## src/rtl/mem_requester.sv

```systemverilog
// Command-FIFO master for the req/wr/memBusy single-port memory protocol.
// Optional busy timeout with rspErr is built only when MEM_TIMEOUT_EN is defined.
module mem_requester #(
  parameter int unsigned ADDR_W         = 8,
  parameter int unsigned DATA_W         = 32,
  parameter int unsigned FIFO_DEPTH     = 4,
  parameter int unsigned BUSY_WAIT      = 2,
  parameter int unsigned TIMEOUT_CYCLES = 64
) (
  input  logic              clk,
  input  logic              reset,
  input  logic              cmdValid,
  output logic              cmdReady,
  input  logic              cmdWr,
  input  logic [ADDR_W-1:0] cmdAddr,
  input  logic [DATA_W-1:0] cmdData,
  output logic              rspValid,
  output logic [DATA_W-1:0] rspData,
  output logic              rspErr,
  output logic              req,
  output logic              wr,
  output logic [ADDR_W-1:0] memAddr,
  output logic [DATA_W-1:0] memDataIn,
  input  logic              memBusy,
  input  logic [DATA_W-1:0] memDataOut,
  output logic              idle
);

  localparam int unsigned PtrW  = (FIFO_DEPTH > 1) ? $clog2(FIFO_DEPTH) : 1;
  localparam int unsigned CntW  = PtrW + 1;
  localparam int unsigned WcntW = ($clog2(BUSY_WAIT + 1) > 0) ? $clog2(BUSY_WAIT + 1) : 1;

  typedef enum logic [2:0] {
    StIdle,
    StIssue,
    StWaitBusy,
    StWaitDone,
    StResp
  } state_e;

  state_e state_q, state_d;

  // Command FIFO
  logic              fifo_wr_q   [FIFO_DEPTH];
  logic [ADDR_W-1:0] fifo_addr_q [FIFO_DEPTH];
  logic [DATA_W-1:0] fifo_data_q [FIFO_DEPTH];
  logic [PtrW-1:0]   wr_ptr_q, wr_ptr_d, rd_ptr_q, rd_ptr_d;
  logic [CntW-1:0]   count_q, count_d;
  logic              cmd_ready_q, cmd_ready_d;
  logic              push, pop, empty;

  logic              wr_q, wr_d;
  logic [ADDR_W-1:0] addr_q, addr_d;
  logic [DATA_W-1:0] data_q, data_d;
  logic [DATA_W-1:0] rsp_data_q, rsp_data_d;
  logic [WcntW-1:0]  wcnt_q, wcnt_d;

  assign empty = (count_q == '0);
  // Ready is registered, so it never admits a push while the FIFO is full.
  assign push  = cmdValid && cmd_ready_q;
  assign pop   = (state_q == StIdle) && !empty;

  always_comb begin
    wr_ptr_d    = wr_ptr_q;
    rd_ptr_d    = rd_ptr_q;
    if (push) wr_ptr_d = wr_ptr_q + PtrW'(1);
    if (pop)  rd_ptr_d = rd_ptr_q + PtrW'(1);
    count_d     = count_q + CntW'(push) - CntW'(pop);
    cmd_ready_d = (count_d != CntW'(FIFO_DEPTH));
  end

  always_ff @(posedge clk) begin
    if (push) begin
      fifo_wr_q[wr_ptr_q]   <= cmdWr;
      fifo_addr_q[wr_ptr_q] <= cmdAddr;
      fifo_data_q[wr_ptr_q] <= cmdData;
    end
  end

`ifdef MEM_TIMEOUT_EN
  localparam int unsigned TcntW = $clog2(TIMEOUT_CYCLES + 1);
  logic [TcntW-1:0] tcnt_q, tcnt_d;
  logic             rsp_err_q, rsp_err_d;
`else
  logic unused_timeout;
  assign unused_timeout = ^TIMEOUT_CYCLES;
`endif

  always_comb begin
    state_d    = state_q;
    wr_d       = wr_q;
    addr_d     = addr_q;
    data_d     = data_q;
    rsp_data_d = rsp_data_q;
    wcnt_d     = wcnt_q;
`ifdef MEM_TIMEOUT_EN
    tcnt_d     = tcnt_q;
    rsp_err_d  = rsp_err_q;
`endif
    unique case (state_q)
      StIdle: begin
        if (!empty) begin
          wr_d    = fifo_wr_q[rd_ptr_q];
          addr_d  = fifo_addr_q[rd_ptr_q];
          data_d  = fifo_data_q[rd_ptr_q];
          state_d = StIssue;
        end
      end
      StIssue: begin
        wcnt_d  = '0;
        state_d = StWaitBusy;
      end
      StWaitBusy: begin
        if (memBusy) begin
          state_d = StWaitDone;
`ifdef MEM_TIMEOUT_EN
          tcnt_d  = '0;
`endif
        end else begin
          // Memory never signalled busy: treat the access as already complete.
          wcnt_d = wcnt_q + WcntW'(1);
          if (wcnt_d == WcntW'(BUSY_WAIT)) begin
            rsp_data_d = wr_q ? '0 : memDataOut;
`ifdef MEM_TIMEOUT_EN
            rsp_err_d  = 1'b0;
`endif
            state_d    = StResp;
          end
        end
      end
      StWaitDone: begin
        if (!memBusy) begin
          rsp_data_d = wr_q ? '0 : memDataOut;
`ifdef MEM_TIMEOUT_EN
          rsp_err_d  = 1'b0;
`endif
          state_d    = StResp;
        end
`ifdef MEM_TIMEOUT_EN
        else begin
          tcnt_d = tcnt_q + TcntW'(1);
          if (tcnt_d == TcntW'(TIMEOUT_CYCLES)) begin
            rsp_data_d = '0;
            rsp_err_d  = 1'b1;
            state_d    = StResp;
          end
        end
`endif
      end
      StResp: begin
        state_d = StIdle;
      end
      default: state_d = StIdle;
    endcase
  end

  always_ff @(posedge clk or negedge reset) begin
    if (!reset) begin
      state_q     <= StIdle;
      wr_ptr_q    <= '0;
      rd_ptr_q    <= '0;
      count_q     <= '0;
      cmd_ready_q <= 1'b1;
      wr_q        <= 1'b0;
      addr_q      <= '0;
      data_q      <= '0;
      rsp_data_q  <= '0;
      wcnt_q      <= '0;
`ifdef MEM_TIMEOUT_EN
      tcnt_q      <= '0;
      rsp_err_q   <= 1'b0;
`endif
    end else begin
      state_q     <= state_d;
      wr_ptr_q    <= wr_ptr_d;
      rd_ptr_q    <= rd_ptr_d;
      count_q     <= count_d;
      cmd_ready_q <= cmd_ready_d;
      wr_q        <= wr_d;
      addr_q      <= addr_d;
      data_q      <= data_d;
      rsp_data_q  <= rsp_data_d;
      wcnt_q      <= wcnt_d;
`ifdef MEM_TIMEOUT_EN
      tcnt_q      <= tcnt_d;
      rsp_err_q   <= rsp_err_d;
`endif
    end
  end

  assign cmdReady  = cmd_ready_q;
  assign req       = (state_q == StIssue);
  assign rspValid  = (state_q == StResp);
  assign rspData   = rsp_data_q;
  assign wr        = wr_q;
  assign memAddr   = addr_q;
  assign memDataIn = data_q;
  assign idle      = empty && (state_q == StIdle) && !push;
`ifdef MEM_TIMEOUT_EN
  assign rspErr    = rsp_err_q;
`else
  assign rspErr    = 1'b0;
`endif

endmodule

```

## config.mk

```make
export PLATFORM = sky130hd
export DESIGN_NAME = mem_requester
export DESIGN_NICKNAME = d
export VERILOG_FILES = /design/src/rtl/mem_requester.sv
export SDC_FILE = /design/constraint.sdc
export NUM_CORES = 1
export LEC_CHECK = 0
export BUFFER_PORTS_ARGS = -buffer_cell sky130_fd_sc_hd__buf_4
export CAP_MARGIN = 15
export CORE_MARGIN = 1
export CORE_UTILIZATION = 28
export CTS_CLUSTER_DIAMETER = 30
export DETAILED_ROUTE_END_ITERATION = 8
export GPL_TIMING_DRIVEN = 1
export PLACE_DENSITY = 0.5
export SLEW_MARGIN = 20
export SYNTH_ARGS = -nofsm -noshare
export SYNTH_HDL_FRONTEND = slang
export SYNTH_SLANG_ARGS = --single-unit
```

## constraint.sdc

```tcl
create_clock -name clk -period 6.5 [get_ports clk]
set_clock_uncertainty 0.1 [all_clocks]
set_input_delay 1.3 -clock clk [delete_from_list [all_inputs] [get_ports clk]]
set_output_delay 1.3 -clock clk [all_outputs]
set_load 0.005 [all_outputs]
```

==> flow_summary.ini, run 1 <==
[global_route]
first_global_vias = 5866
grt_pass1_wl_mm = 33.4
antenna_found_initial = 0
grt_remaining_overflow = 0
grt_max_degree = 68
grtUsageTotal = 0.124

[finish]
num-fill-cells = 3042
instances_no_fill = 1198
area_delta_synth_final_pct = 37.6
drive_above_1_share = 0.464
ff_latch_area_mm2 = 0.00708
final_cell_mix = edfxtp_1, buf_4, dfrtp_1
mostFrequentLayoutCell = edfxtp_1
multiInputGateArea_mm2 = 0.00217
antenna_cells = 0
fin_nets = 785

[clock_network]
clock_latency_ns = 0.56
cts_resized = 0
cts_tree = yes
cts_buffers = 59
h-tree-depth = 2
root_buffer = clkbuf_16
clockBufferDepth = 3
cts_sinks = 250
hold_buffers = 0
cts.reportedPaths.clkPinSlew_ns = 0.05
post_cts_buffers = 0

[synth]
postSynthAreaPerCell_um2 = 18.7
synth-seq-cells = 250
netlist_area_mm2 = 0.00961
synth_cell_types = 31
synth-seq-area-share = 0.737
ys.warnings.count = 0
synthesis.nets = 598
syn_inst = 513

[worst_setup_path]
critPathBufInv = 2
critical_path.cell_chain = buf_4 > nand2_1 > nand2_1 > nor2_1 > buf_4
crit_family = simple AND/OR/NAND/NOR gates
start_kind = input port
required_ns = 5.10
arrival_ns = 1.88
cp_slowest_cell = nand2_1
critical_path_class = in -> out
slowest_delay_ns = 0.15
endpoint_kind = primary output
worstPathMaxFanout = 5

[timing]
worstMarginPinSlew_ns = 0.968
setup_viol = 0
setup_tns_ns = 0
final_hold_viol_count = 0
fin_crit_ns = 3.28
max_freq_mhz = 305
final.period_utilization = 0.505
slew_viol_final = 0
rsz0062_at_grt = no
max-slew-margin-rel = 0.354

[detailed_routing]
drc = 0
wl_mm = 21.2
via_per_inst = 4.42
wl_per_cell_um = 17.7
drtIter0Drc = 200
num_vias = 5301
ant_nets = 0
drtPass1Iterations = 4

[floorplanning]
die_h_um = 187
die_x_um = 187
ios = 155
core-area_mm2 = 0.0336
rows = 67
initial_core_util = 0.286
die-area_mm2 = 0.0350

[place]
dpl.hpwl_mm = 11.6
port-buffer-count = 153
placed_cells = 1086
place_congestion = 0.807

[status]
outcome = complete, no violations

[run]
cap_violations = 0

[power]
ir_worst_vdd_v = 0.000263
p_per_area_mw_per_mm2 = 529
p_leak_uw = 0.00517

[min_path]
hold_path_class = reg -> reg
## cell families (layout without fill, tap and decap cells)
kind of cell               Yosys count  after routing  share of synthesized area
xor gates and xnor gates             5              5                    0.00456
AOI/OAI and AO/OA                   69             69                     0.0500
buffers and inverters               74            311                     0.0382
and+or+nand+nor                     22             22                     0.0122
DFF                                250            250                      0.737
muxes                               84             84                      0.147
other                                1              1                   0.000390
adders and majority gates            8              8                     0.0112
## cell usage after synthesis
| master | instances | share of area |
|---|---|---|
| nor3b_1 | 2 | 0.0016 |
| ha_1 | 7 | 0.0091 |
| or3_1 | 1 | 0.00065 |
| dfrtp_1 | 85 | 0.22 |
| o22a_1 | 1 | 0.00091 |
| mux4_2 | 41 | 0.096 |
| fa_1 | 1 | 0.0021 |
| edfxtp_1 | 164 | 0.51 |
| xnor2_1 | 4 | 0.0036 |
| o41ai_1 | 32 | 0.029 |
| inv_1 | 39 | 0.015 |
| nor2_1 | 5 | 0.0020 |
| nor3_1 | 3 | 0.0016 |
| clkbuf_1 | 18 | 0.0070 |
| o2bb2ai_1 | 2 | 0.0018 |
| conb_1 | 1 | 0.00039 |
| nand3_1 | 1 | 0.00052 |
| mux2_2 | 32 | 0.038 |
| dfstp_2 | 1 | 0.0027 |
| mux2_1 | 11 | 0.013 |
| and2_1 | 1 | 0.00065 |
| buf_1 | 1 | 0.00039 |
| a31o_2 | 1 | 0.00091 |
| nand2_1 | 4 | 0.0016 |
| or3b_4 | 1 | 0.0012 |
| buf_2 | 2 | 0.0010 |
| o21ai_0 | 33 | 0.017 |
| buf_4 | 5 | 0.0039 |
| and3_1 | 4 | 0.0026 |
| xor2_1 | 1 | 0.00091 |
| buf_6 | 9 | 0.011 |
## area by class of cell
type | count | share of cell area
well taps | 448 | 0.0424
repair buffers | 161 | 0.0924
clock inverters | 40 | 0.0321
multi-input cells | 189 | 0.165
clock buffers | 71 | 0.121
inverters | 39 | 0.0111
flip-flops and latches | 250 | 0.536
## sequential cells by signal, indices dropped and copies added (netlist names), 3 cells and up
name	count
count_q	3
fifo_addr_q	32
fifo_data_q	128
fifo_wr_q	4
memAddr	8
memDataIn	32
rspData	32
state_q	3
## power breakdown
group	total (µW)	switching, µW	internal (µW)
logic	1610	728	882
clock network	2900	910	1990
registers	2480	307	2180
total	6990	1940	5050
## routing by layer
metal	routed length, µm	part of all wire	GRT usage
met1	8900	0.42	0.148
met2	10200	0.48	0.206
met3	1750	0.082	0.0477
met4	361	0.017	0.0419
met5	0	0	0
## through the flow
step           cell area [µm²]  utilization  setup slack (ns)  hold slack (ns)  power, µW
2_1_floorplan             9610            -              3.51            0.356       3480
3_3_place_gp             11200        0.332              3.18            0.372       4100
3_5_place_dp             11200        0.332              3.20            0.379       4160
4_1_cts                  13200        0.392              3.19            0.391       7110
5_1_grt                  13200        0.393              3.12            0.414       7390
6_report                 13200        0.393              3.22            0.388       6990
## worst reg2reg max path, cell delays in order (launching register included)
cell and delay [ns]:
dfrtp_1 0.47, nor3_1 0.37, and2_2 0.20, buf_4 0.59, ha_1 0.22, inv_1 0.04, ha_1 0.18, fa_1 0.37
xnor2_1 0.18, xnor2_1 0.17, nand2_1 0.09
## final timing paths
kind | endpoint | depth (start not counted) | slack (ns) | startpoint
setup / recovery | idle | 5 | 3.22 | cmdValid
hold / removal | memDataIn[17] | 1 | 0.39 | memDataIn[17]
setup reg to reg | cmdReady | 10 | 3.43 | state_q[0]
hold reg to reg | memDataIn[17] | 1 | 0.39 | memDataIn[17]
max in group asynchronous | rd_ptr_q[0] | 2 | 4.43 | reset
min in group asynchronous | rspData[11] | 1 | 0.66 | reset
(Power assumes the default switching activity.)
==> inputs of run 2 (changes only) <==
- ABC_AREA: not set -> 1
- clock period: 6.5 -> 3.4 ns (I/O delays scaled with it)
==> flow_summary.ini, run 2 <==
[timing]
fin_crit_ns = 2.40
max_freq_mhz = 416
slew_viol_final = 0
setup_viol = 0
worstMarginPinSlew_ns = 1.02
setup_ws_ns = 0.999
final_hold_viol_count = 0
rsz0062_at_grt = no
setup_tns_ns = 0
final.period_utilization = 0.706
hold-worst-slack_ns = 0.0387
max-slew-margin-rel = 0.317

[clock_network]
hold_buffers = 0
h-tree-depth = 2
root_buffer = clkbuf_16
cts_resized = 0
post_cts_buffers = 0
clockBufferDepth = 3
cts_buffers = 58
clock_latency_ns = 0.56
cts.reportedPaths.clkPinSlew_ns = 0.05
cts_tree = yes
cts_sinks = 250

[finish]
ff_latch_area_mm2 = 0.00708
largest-register = fifo_data_q
mostFrequentLayoutCell = nand2_1
largest_reg_flops = 128
antenna_cells = 0
num-fill-cells = 3384
area_delta_synth_final_pct = 38.4
multiInputGateArea_mm2 = 0.00243
drive_above_1_share = 0.260
final_cell_mix = nand2_1, nor2_1, edfxtp_1
fin_nets = 1147

[global_route]
grt_pass1_wl_mm = 37.5
grt_max_degree = 84
first_global_vias = 6772
grtUsageTotal = 0.135
antenna_found_initial = 1
grt_remaining_overflow = 0

[synth]
synthTopCellsByArea = edfxtp_1, dfrtp_1, nand2_1, nor2_1, o21ai_0
synthAdderAreaFrac = 0.0109
synth-seq-area-share = 0.720
synth-seq-cells = 250
syn_inst = 881
postSynthAreaPerCell_um2 = 11.2
synth_area_leader_cell = edfxtp_1
synth_xor_area_frac = 0.00267
ys.warnings.count = 0
yosysMostFrequentCell = nand2_1
synth_top_family_by_area = simple AND/OR/NAND/NOR gates
synth_compound_area_frac = 0.0462
synth.top_cell.area_share = 0.501
yosys.area_share.simple = 0.184
async_reset_ff_frac = 0.344
synth_ff_type = edfxtp_1
synth_edf_count = 164
synthesis.nets = 966
synthMuxAreaShare = 0
synth_cell_types = 31
netlist_area_mm2 = 0.00984
synthTopCellsByCount = nand2_1, nor2_1, edfxtp_1

[status]
outcome = complete, no violations

[power]
switching_share = 0.317
switching_power_uw = 4570
p_per_area_mw_per_mm2 = 1060
p_leak_uw = 0.00586
ir_worst_vdd_v = 0.000490
p_seq_frac = 0.314
pwr-share-comb = 0.270
power.internal_uw = 9870
clockPowerShare = 0.416

[place]
place_congestion = 0.750
dpl.hpwl_mm = 13.0
place_ws_ns = 0.862
port-buffer-count = 153

[floorplanning]
die_h_um = 189
die_x_um = 189
die-area_mm2 = 0.0359
initial_core_util = 0.285
ios = 155
core-area_mm2 = 0.0345
rows = 68

[worst_setup_path]
start_kind = flop
endpoint_kind = primary output
arrival_ns = 1.62
worstPathMaxFanout = 4
required_ns = 2.62
critical_path_class = reg -> out

[detailed_routing]
drtPass1Iterations = 4
drc = 0
ant_nets = 0
wl_per_cell_um = 15.2
wl_mm = 23.8
num_vias = 6817
via_per_inst = 4.35
drtIter0Drc = 266

[min_path]
hold_path_class = in -> async

[run]
cap_violations = 0
==> run 2: changes by cell type after synthesis, sizes merged, moves of 33 or more <==
cell / delta
nand3: +33
mux4: -41
o21ai: +53
nand2: +240
nor2: +176
mux2: -43
==> run 2: area by class of cell <==
cell class	count	area share
repair buffers	166	0.0943
multi-input cells	565	0.179
inverters	21	0.00597
clock buffers	64	0.111
flip-flops and latches	250	0.520
clock inverters	46	0.0476
well taps	455	0.0418
==> run 2: power by group through the flow <==
stage | clock (µW) | combinational [µW] | sequential, µW
detailed placement | 0 | 3990 | 4590
floorplan | 0 | 2370 | 4590
global route | 6300 | 4480 | 4630
global placement | 0 | 3970 | 4570
CTS | 6120 | 4020 | 4540
finish | 6010 | 3900 | 4540
==> run 2: stage by stage <==
| step | util | power [µW] | cell area [µm²] | std cells |
|---|---|---|---|---|
| 3_5_place_dp | 0.332 | 8580 | 11500 | 1457 |
| 2_1_floorplan | - | 6960 | 9840 | 881 |
| 4_1_cts | 0.394 | 14700 | 13600 | 1567 |
| 3_3_place_gp | 0.332 | 8550 | 11500 | 1457 |
| 6_report | 0.394 | 14400 | 13600 | 1567 |
| 5_1_grt | 0.394 | 15400 | 13600 | 1567 |
==> run 2: logic make-up after synthesis <==
family	Yosys count
fa+ha+maj	8
simple gates	463
flops	250
other cells	1
compound gates	90
xor+xnor	3
buf+inv	66
==> run 2: final timing paths <==
| kind | depth (start not counted) | start | endpoint | slack, ns |
|---|---|---|---|---|
| max in group asynchronous | 2 | reset | cmdReady | 2.41 |
| min in group clk | 1 | cmdData[29] | fifo_data_q[2][29] | 0.22 |
| hold reg to reg | 2 | memDataIn[15] | memDataIn[15] | 0.38 |
| hold / removal | 1 | reset | memDataIn[16] | 0.04 |
| setup reg to reg | 9 | cmdReady | cmdReady | 1.11 |
| setup / recovery | 6 | state_q[1] | idle | 1.0 |
==> run 2: layer usage <==
layer	vias to the layer above	track usage	share of wire
li1	3324	-	-
met1	3248	0.178	0.46
met2	202	0.216	0.45
met3	41	0.0337	0.064
met4	2	0.0431	0.018
met5	-	0	0.00071
==> run 2: critical path, stage by stage (launching register included) <==
cell     delay [ns]
dfrtp_1        0.40
inv_2          0.11
nand2_1        0.08
nor2_2         0.12
nand2_1        0.11
a21oi_1        0.13
buf_4          0.13
